`config.mk`:
```
export PLATFORM = sky130hd
export DESIGN_NAME = gcd_multi_display
export DESIGN_NICKNAME = d
export VERILOG_FILES = /design/src/rtl/gcd_multi_display.sv
export SDC_FILE = /design/constraint.sdc
export NUM_CORES = 1
export LEC_CHECK = 0
export ABC_AREA = 1
export CORE_MARGIN = 3
export CORE_UTILIZATION = 28
export DETAILED_ROUTE_END_ITERATION = 16
export SYNTH_ARGS = -nofsm -noshare
export SYNTH_HDL_FRONTEND = slang
export SYNTH_SLANG_ARGS = --single-unit
```
`constraint.sdc`:
```
create_clock -name clk -period 2.8 [get_ports clk]
set_input_delay 0.42 -clock clk [delete_from_list [all_inputs] [get_ports clk]]
set_output_delay 0.42 -clock clk [all_outputs]
set_load 0.05 [all_outputs]
```
`src/rtl/gcd_multi_display.sv`:
```
// N-operand subtractive-Euclid GCD with quotient display and a visible countdown on a seven-segment bank.
// Define GCD_MULTI_BCD_DISPLAY_EN to show decimal digits instead of raw hex nibbles.
module gcd_multi_display #(
   parameter int N      = 3,
   parameter int W      = 8,
   parameter int DIGITS = 2,
   parameter int TICK   = 50_000_000
) (
   input  logic                   clk,
   input  logic                   rst,
   input  logic [$clog2(N)-1:0]   select,
   input  logic                   add,
   input  logic                   next,
   input  logic [W-1:0]           data_in,
   output logic [7*DIGITS-1:0]    seg_out,
   output logic [W-1:0]           gcd_out,
   output logic                   busy,
   output logic                   done
);

   localparam int SW = $clog2(N);
   localparam int TW = (TICK > 1) ? $clog2(TICK) : 1;
   localparam int DW = 4 * DIGITS;
   localparam logic [SW-1:0] LAST      = SW'(N - 1);
   localparam logic [TW-1:0] TICK_LAST = TW'(TICK - 1);

   typedef enum logic [2:0] {
      S_SETUP,
      S_COMPUTE,
      S_DIVIDE,
      S_SHOW,
      S_COUNTDOWN
   } state_t;

   state_t r_state, w_state_nxt;

   logic               r_add_prev, r_next_prev;
   logic               w_add_ev, w_next_ev;
   logic [W-1:0]       r_op [N];
   logic [W-1:0]       r_q  [N];
   logic [W-1:0]       r_a, r_b, r_rem, r_cnt, r_gcd;
   logic [SW-1:0]      r_k, r_i, w_sel, w_k_nxt, w_i_nxt;
   logic [TW-1:0]      r_tick;
   logic               r_first, r_done;
   logic [7*DIGITS-1:0] r_seg, w_seg;
   logic [W-1:0]       w_res, w_disp;
   logic               w_resolved, w_pair_last, w_div_done;
   logic [DW-1:0]      w_nibs;

   function automatic logic [6:0] hex7(input logic [3:0] n);
      case (n)
         4'h0: hex7 = 7'h3F;
         4'h1: hex7 = 7'h06;
         4'h2: hex7 = 7'h5B;
         4'h3: hex7 = 7'h4F;
         4'h4: hex7 = 7'h66;
         4'h5: hex7 = 7'h6D;
         4'h6: hex7 = 7'h7D;
         4'h7: hex7 = 7'h07;
         4'h8: hex7 = 7'h7F;
         4'h9: hex7 = 7'h6F;
         4'hA: hex7 = 7'h77;
         4'hB: hex7 = 7'h7C;
         4'hC: hex7 = 7'h39;
         4'hD: hex7 = 7'h5E;
         4'hE: hex7 = 7'h79;
         default: hex7 = 7'h71;
      endcase
   endfunction

   assign w_add_ev  = add & ~r_add_prev;
   assign w_next_ev = next & ~r_next_prev;
   assign w_k_nxt   = r_k + SW'(1);
   assign w_i_nxt   = r_i + SW'(1);
   assign gcd_out   = r_gcd;
   assign seg_out   = r_seg;

   always_comb begin
      w_sel = (int'(select) < N) ? select : '0;
   end

   // One Euclid step on the working pair; resolved when either side is zero or both match.
   always_comb begin
      w_resolved = 1'b1;
      w_res      = r_a;
      if (r_a == '0)
         w_res = r_b;
      else if (r_b == '0)
         w_res = r_a;
      else if (r_a == r_b)
         w_res = r_a;
      else
         w_resolved = 1'b0;
   end

   assign w_pair_last = ~r_first & w_resolved & (r_k == LAST);
   assign w_div_done  = (r_gcd == '0) || ((r_rem < r_gcd) && (r_i == LAST));

   always_ff @(posedge clk) begin
      if (rst)
         r_state <= S_SETUP;
      else
         r_state <= w_state_nxt;
   end

   always_comb begin
      w_state_nxt = r_state;
      case (r_state)
         S_SETUP:     if (w_next_ev) w_state_nxt = S_COMPUTE;
         S_COMPUTE:   if (w_pair_last) w_state_nxt = S_DIVIDE;
         S_DIVIDE:    if (w_div_done) w_state_nxt = S_SHOW;
         S_SHOW:      if (w_next_ev) w_state_nxt = S_COUNTDOWN;
         S_COUNTDOWN: if (w_next_ev || (r_cnt == '0)) w_state_nxt = S_SETUP;
         default:     w_state_nxt = S_SETUP;
      endcase
   end

   always_comb begin
      busy   = (r_state == S_COMPUTE) || (r_state == S_DIVIDE);
      done   = r_done;
      w_disp = '0;
      case (r_state)
         S_SETUP:     w_disp = r_op[w_sel];
         S_COMPUTE:   w_disp = r_a;
         S_DIVIDE:    w_disp = r_gcd;
         S_SHOW:      w_disp = r_q[w_sel];
         S_COUNTDOWN: w_disp = r_cnt;
         default:     w_disp = '0;
      endcase
   end

`ifndef GCD_MULTI_BCD_DISPLAY_EN
   logic [DW+W-1:0] w_ext;
   assign w_ext = {{DW{1'b0}}, w_disp};
`endif

   // Truncated double-dabble: low BCD digits never depend on the dropped high ones.
   always_comb begin
      w_nibs = '0;
`ifdef GCD_MULTI_BCD_DISPLAY_EN
      for (int b = W - 1; b >= 0; b--) begin
         for (int d = 0; d < DIGITS; d++) begin
            if (w_nibs[4*d +: 4] >= 4'd5)
               w_nibs[4*d +: 4] = w_nibs[4*d +: 4] + 4'd3;
         end
         w_nibs = {w_nibs[DW-2:0], w_disp[b]};
      end
`else
      w_nibs = w_ext[DW-1:0];
`endif
      w_seg = '0;
      for (int d = 0; d < DIGITS; d++)
         w_seg[7*d +: 7] = ~hex7(w_nibs[4*d +: 4]);
   end

   always_ff @(posedge clk) begin
      if (rst) begin
         r_add_prev  <= 1'b0;
         r_next_prev <= 1'b0;
         r_a         <= '0;
         r_b         <= '0;
         r_rem       <= '0;
         r_cnt       <= '0;
         r_gcd       <= '0;
         r_k         <= '0;
         r_i         <= '0;
         r_tick      <= '0;
         r_first     <= 1'b1;
         r_done      <= 1'b0;
         r_seg       <= {DIGITS{~7'h3F}};
         for (int j = 0; j < N; j++) begin
            r_op[j] <= '0;
            r_q[j]  <= '0;
         end
      end else begin
         r_add_prev  <= add;
         r_next_prev <= next;
         r_done      <= (r_state == S_DIVIDE) && w_div_done;
         r_seg       <= w_seg;
         case (r_state)
            S_SETUP: begin
               r_first <= 1'b1;
               if (w_add_ev)
                  r_op[w_sel] <= r_op[w_sel] + data_in;
            end
            S_COMPUTE: begin
               if (r_first) begin
                  r_a     <= r_op[0];
                  r_b     <= r_op[1];
                  r_k     <= SW'(1);
                  r_first <= 1'b0;
               end else if (w_resolved) begin
                  r_a <= w_res;
                  if (r_k == LAST) begin
                     r_gcd <= w_res;
                     r_i   <= '0;
                     r_rem <= r_op[0];
                     for (int j = 0; j < N; j++)
                        r_q[j] <= '0;
                  end else begin
                     r_k <= w_k_nxt;
                     r_b <= r_op[w_k_nxt];
                  end
               end else if (r_a > r_b) begin
                  r_a <= r_a - r_b;
               end else begin
                  r_b <= r_b - r_a;
               end
            end
            S_DIVIDE: begin
               if (r_gcd != '0) begin
                  if (r_rem >= r_gcd) begin
                     r_rem    <= r_rem - r_gcd;
                     r_q[r_i] <= r_q[r_i] + W'(1);
                  end else if (r_i != LAST) begin
                     r_i   <= w_i_nxt;
                     r_rem <= r_op[w_i_nxt];
                  end
               end
            end
            S_SHOW: begin
               if (w_next_ev) begin
                  r_cnt  <= r_gcd;
                  r_tick <= '0;
               end
            end
            S_COUNTDOWN: begin
               if (!w_next_ev && (r_cnt != '0)) begin
                  if (r_tick == TICK_LAST) begin
                     r_tick <= '0;
                     r_cnt  <= r_cnt - W'(1);
                  end else begin
                     r_tick <= r_tick + TW'(1);
                  end
               end
            end
            default: ;
         endcase
      end
   end

endmodule

```
## Yosys cells after proc, flatten, opt, wreduce, memory -nomap -nowiden

Memory sizes are Yosys's and may differ from the RTL's. A register that Yosys moved wholly into a read port is not among the register bits.
Cells that the tools add are included.

| operators by class | value |
|---|---|
| add/sub/neg operators | 9 |
| magnitude comparators | 4 |
| eq/ne operators | 26 |
| mux-type cells | 73 |
| bitwise gates (word level) | 12 |
| reductions and logical operators | 30 |

Operators by type and width:

| operator | number |
|---|---|
| 8-bit two-way mux | 22 |
| 26-bit two-way mux | 3 |
| 26-bit one-hot mux with 2 select lines | 1 |
| 8-bit one-hot mux with 5 select lines | 1 |
| 8-bit logical NOT | 4 |
| 8-bit one-hot mux with 2 select lines | 2 |
| 2-bit two-way mux | 14 |
| 26-bit by 1-bit adder with 26-bit output (second input constant) | 1 |
| 26-bit equality test (second input constant) | 1 |
| 2-bit != test (second input constant) | 13 |
| 8-bit subtractor | 3 |
| 1-bit two-way mux | 22 |
| 8-bit nonzero test | 2 |
| 8-bit OR reduction | 2 |
| 3-bit two-way mux | 5 |
| 3-bit one-hot mux with 5 select lines | 1 |
| 7-bit inverter | 2 |
| 3-bit AND reduction | 3 |
| 8-bit by 1-bit adder with 8-bit output (second input constant) | 1 |
| 8-bit adder | 1 |
| 8-bit equality test | 1 |
| 8-bit >= comparator | 1 |
| 8-bit > comparator | 1 |
| 8-bit < comparator | 1 |
| other kinds (26) | 46 |

| storage, ports and cells | value |
|---|---|
| register bits | 91 |
| memory bits (writable) | 48 |
| ROM bits | 224 |
| input port bits | 14 |
| output and inout bits | 24 |
| word-level logic and storage cells | 172 |
| memories | 4 |

Memory list:

| memory | words | bits a word | rd ports | clocked after memory_dff | wr ports | RTL line | RTL |
|---|---|---|---|---|---|---|---|
| (name not given) | 16 | 7 | 1 | 0 | 0 | 51 | `case (n)` |
| (name not given) | 16 | 7 | 1 | 0 | 0 | 51 |  |
| r_op | 3 | 8 | 5 | 0 | 3 | 39 | `logic [W-1:0] r_op [N];` |
| r_q | 3 | 8 | 2 | 1 | 3 | 40 | `logic [W-1:0] r_q [N];` |

## Depth between registers and ports, before layout

| depth | value |
|---|---|
| depth in word-level cells | 11 |
| mapped depth | 18 |
| gate-level depth less buffers | 16 |

## Worst setup path after synthesis

OpenSTA, ideal clock, no wires.

| timing | value |
|---|---|
| path type | input to register |
| start | in select[0] |
| end | mem r_op[0][6] (data pin) |
| setup time | 0.263 ns |
| arrival time | 2.520 ns |
| required time | 2.537 ns |
| slack | 0.016 ns |
| cell stages on the path | 17 |
| path buffers | 2 |
| cells stage by stage | inv_1 > ha_1 > buf_4 > inv_1 > buf_4 > a21oi_1 > o21ai_0 > nand2_1 > inv_1 > ha_1 > fa_1 > nand3_1 > nand2_1 > a21oi_1 > o21bai_1 > xnor2_1 > nor2_1 |

RTL lines:

| item | RTL line | RTL |
|---|---|---|
| start, declared | 11 | `input logic [$clog2(N)-1:0] select,` |
| end, declared | 39 |  |

==> flow_metrics.env <==
export IMPL_cts_made_buffers=17
export IMPL_post_dp_hpwl_mm=26.0
export IMPL_fillCellCount=4097
export IMPL_wl_per_cell_um=15.4
export IMPL_start_kind="input pin"
export IMPL_crit_end="r_op[0][7]"
export IMPL_hp_class="reg -> reg"
export IMPL_core_area_mm2=0.0378
export IMPL_cts_root_buf="clkbuf_16"
export IMPL_vias=10800
export IMPL_grt_overflow=0
export IMPL_viasPerCell=4.84
export IMPL_ys_types=50
export IMPL_max_slew_margin_pct=58.7
export IMPL_grt_pass1_vias=10100
export IMPL_track_usage_pct=16.5
export IMPL_crit_required_ns=3.00
export IMPL_ant_nets=0
export IMPL_drc=0
export IMPL_setup_violations=0
export IMPL_p_comb_share_pct=59.4
export IMPL_final_util_pct=33.7
export IMPL_cts_sinks=157
export IMPL_clockBufferDepth=2
export IMPL_worst_slack_ns=0.146
export IMPL_r2r_cells=11
export IMPL_chipHeight_um=203
export IMPL_r2r_start="r_a[0]"
export IMPL_status="finished clean"
export IMPL_routed_wl_mm=34.1
export IMPL_total_power_mw=13.0
export IMPL_yosys_register_bits=157
export IMPL_grt_pass1_wl_mm=54.2
export IMPL_routabilityCongestion=0.890
export IMPL_insertion_delay_ns=0.44
export IMPL_synthesis_area_mm2=0.0108
export IMPL_p_seq_share_pct=23.7
export IMPL_crit_type="in -> reg"
export IMPL_period_share_pct=94.8
export IMPL_synth_warnings=0
export IMPL_slew_violations=0
export IMPL_skew_ns=0.0125
export IMPL_rows=71
export IMPL_drtPass1Iterations=5
export IMPL_pwr_share_clk_pct=16.9
export IMPL_startpoint="select[1]"
export IMPL_syn2layout_area_growth_pct=18.0
export IMPL_max_vdd_ir_drop_v=0.000652
export IMPL_syn_nets=1684
export IMPL_cts_tree="built"
export IMPL_max_cap_violations=0
export IMPL_syn_inst=1612
export IMPL_cellPowerDensity_mw_per_mm2=1020
export IMPL_internal_power_mw=6.45
export IMPL_netSwitchingFraction_pct=50.3
export IMPL_yosysTopAreaCellShare_pct=17.8
export IMPL_p_leak_nw=5.71
export IMPL_final_hold_violation_count=0
export IMPL_endpoint_kind="register"
export IMPL_synth_area_leaders="edfxtp_1, dfxtp_1, nand2_1, nor2_1, inv_1"
export IMPL_start_util_pct=28.6
export IMPL_clk_pin_slew_ns=0.07
export IMPL_clock_fmax_ghz=0.377
export IMPL_final_min_clock_period_ns=2.65
export IMPL_reg2reg_slack_ns=0.27
export IMPL_htree_levels=4
export IMPL_num_io_pins=38
export IMPL_diodes=0
export IMPL_die_area_mm2=0.0410
export IMPL_grt_max_degree=26
export IMPL_yosysSeqAreaShare_pct=35.0
export IMPL_yosys_area_top_type="edfxtp_1"
export IMPL_io_buffer_count=37
export IMPL_rsz0062_at_grt="false"
export IMPL_hold_buffers=0
export IMPL_drive_gt1_share_pct=9.76
export IMPL_p_sw_mw=6.52
export IMPL_worst_pin_slew_ns=0.618
export IMPL_arrival_ns=2.85
export IMPL_finalNetCount=1770
export IMPL_first_iter_violations=1026
export IMPL_worst_hold_slack_ns=0.455
export IMPL_die_w_um=203
export IMPL_hold_path_cell_count=2
export IMPL_postCtsSetupBuffers=0
export IMPL_path_max_fanout=16
export IMPL_syn_area_per_cell_um2=6.71
export IMPL_reg2reg_to="r_a[0]"
export IMPL_pre_cts_ws_ns=-0.512
export IMPL_antenna_found_initial=0
[cell usage after synthesis, drive strengths merged]
cell type	count
nand2	430
nor2	251
inv	205
nand3	123
o21ai	112
a21oi	109
dfxtp	93
edfxtp	64
ha	54
buf	31
nand4	23
clkbuf	21
o211ai	17
nor3	15
xor2	14
xnor2	7
nand3b	6
a32oi	5
o22ai	5
or2	5
fa	4
o21bai	4
and2	3
nor4	3
nor3b	2
a211oi	1
a21o	1
clkinv	1
o21a	1
o221ai	1
o31ai	1
[per-stage QoR]
step | std cells | TNS (ns) | area [um2]
detailed placement | 2190 | -10.97 | 12200
finish | 2222 | 0 | 12800
floorplan | 1612 | 0 | 10800
CTS | 2222 | 0 | 12700
global placement | 2190 | -8.88 | 12200
global route | 2222 | 0 | 12800
[kinds of logic after synthesis]
kind of cell	count (synthesis)	share of synthesized area, %
compound gates	257	12.9
xor+xnor	21	1.70
fa+ha+maj	58	6.99
buf+inv	258	9.57
flops	157	35.0
simple gates	861	33.8
[power groups by stage]
stage | combinational [mW] | sequential [mW] | clock, mW
after CTS | 7.61 | 3.07 | 2.23
after global routing | 8.63 | 3.11 | 2.33
after floorplan | 5.21 | 3.33 | 0
after detailed placement | 7.56 | 3.12 | 0
final | 7.71 | 3.07 | 2.19
after global placement | 7.48 | 3.11 | 0
[worst max-delay path, cell delays in order]
cell and delay (ns):
clkdlybuf4s50_1 0.47, buf_4 0.12, ha_4 0.14, buf_6 0.18, o21ai_0 0.11, o21ai_1 0.25
ha_1 0.32, a21oi_1 0.17, nand2_1 0.11, nand3_1 0.08, o211ai_1 0.10, xor2_1 0.18
buf_4 0.15, nor2_1 0.04
[final cells by class]
type	count	area (um2)	area share (%)
Multi-Input combinational cell	1197	6030	47.2
Sequential cell	157	3780	29.6
Timing Repair Buffer	119	995	7.79
Inverter	206	776	6.08
Tap cell	511	639	5.01
Clock buffer	18	429	3.36
Clock inverter	14	111	0.873
[sequential cells by signal, summed over array words and instances (netlist names), named ones only]
register and count:
r_op 32, r_q 32, r_tick 26, seg_out 14
gcd_out 8, r_a 8, r_b 8, r_cnt 8
r_rem 8, r_state 3, r_i 2, r_k 2
done 1, r_add_prev 1, r_first 1, r_next_prev 1
[cells in the final DEF (no fill, tap or decap), types with 3 or more instances in the layout]
cell type	count
fa_1	3
o211ai_1	17
clkdlybuf4s50_1	35
o21ai_1	9
nand4_1	21
dfxtp_1	93
nand3b_1	6
xor2_1	14
or2_2	5
nand2_2	7
buf_4	81
nand3_1	117
clkinv_4	5
o22ai_1	4
ha_1	52
o21ai_0	102
and2_1	3
nor2_1	238
nand3_2	5
xnor2_1	7
nor2_2	11
clkbuf_16	17
inv_1	194
a32oi_1	4
edfxtp_1	64
a21oi_1	108
inv_4	4
o21bai_1	4
nand2_1	423
nor3_1	13
inv_2	10
[what timing repair did]
item / 4_1_cts / 5_1_grt
pin swaps: 0 / 2
resized for setup: 1 / 12
endpoints found under the setup margin: 4 / 26
[metal layers]
layer	share of wire [%]	track usage [%]
met5	0	0
met4	2.2	5.05
met3	5.8	2.12
met2	46	27.5
met1	46	22.4
[how the worst min path moves through the flow]
| stage | start | end | slack, ns |
|---|---|---|---|
| 2_1_floorplan | r_k[1] | r_k[1] | 0.43 |
| 3_3_place_gp | r_k[1] | r_k[1] | 0.44 |
| 3_5_place_dp | r_k[1] | r_k[1] | 0.45 |
| 4_1_cts | r_k[1] | r_k[1] | 0.46 |
| 5_1_grt | r_k[1] | r_k[1] | 0.49 |
| 6_report | r_k[1] | r_k[1] | 0.46 |
No activity file was read; power rests on OpenSTA's default activity.
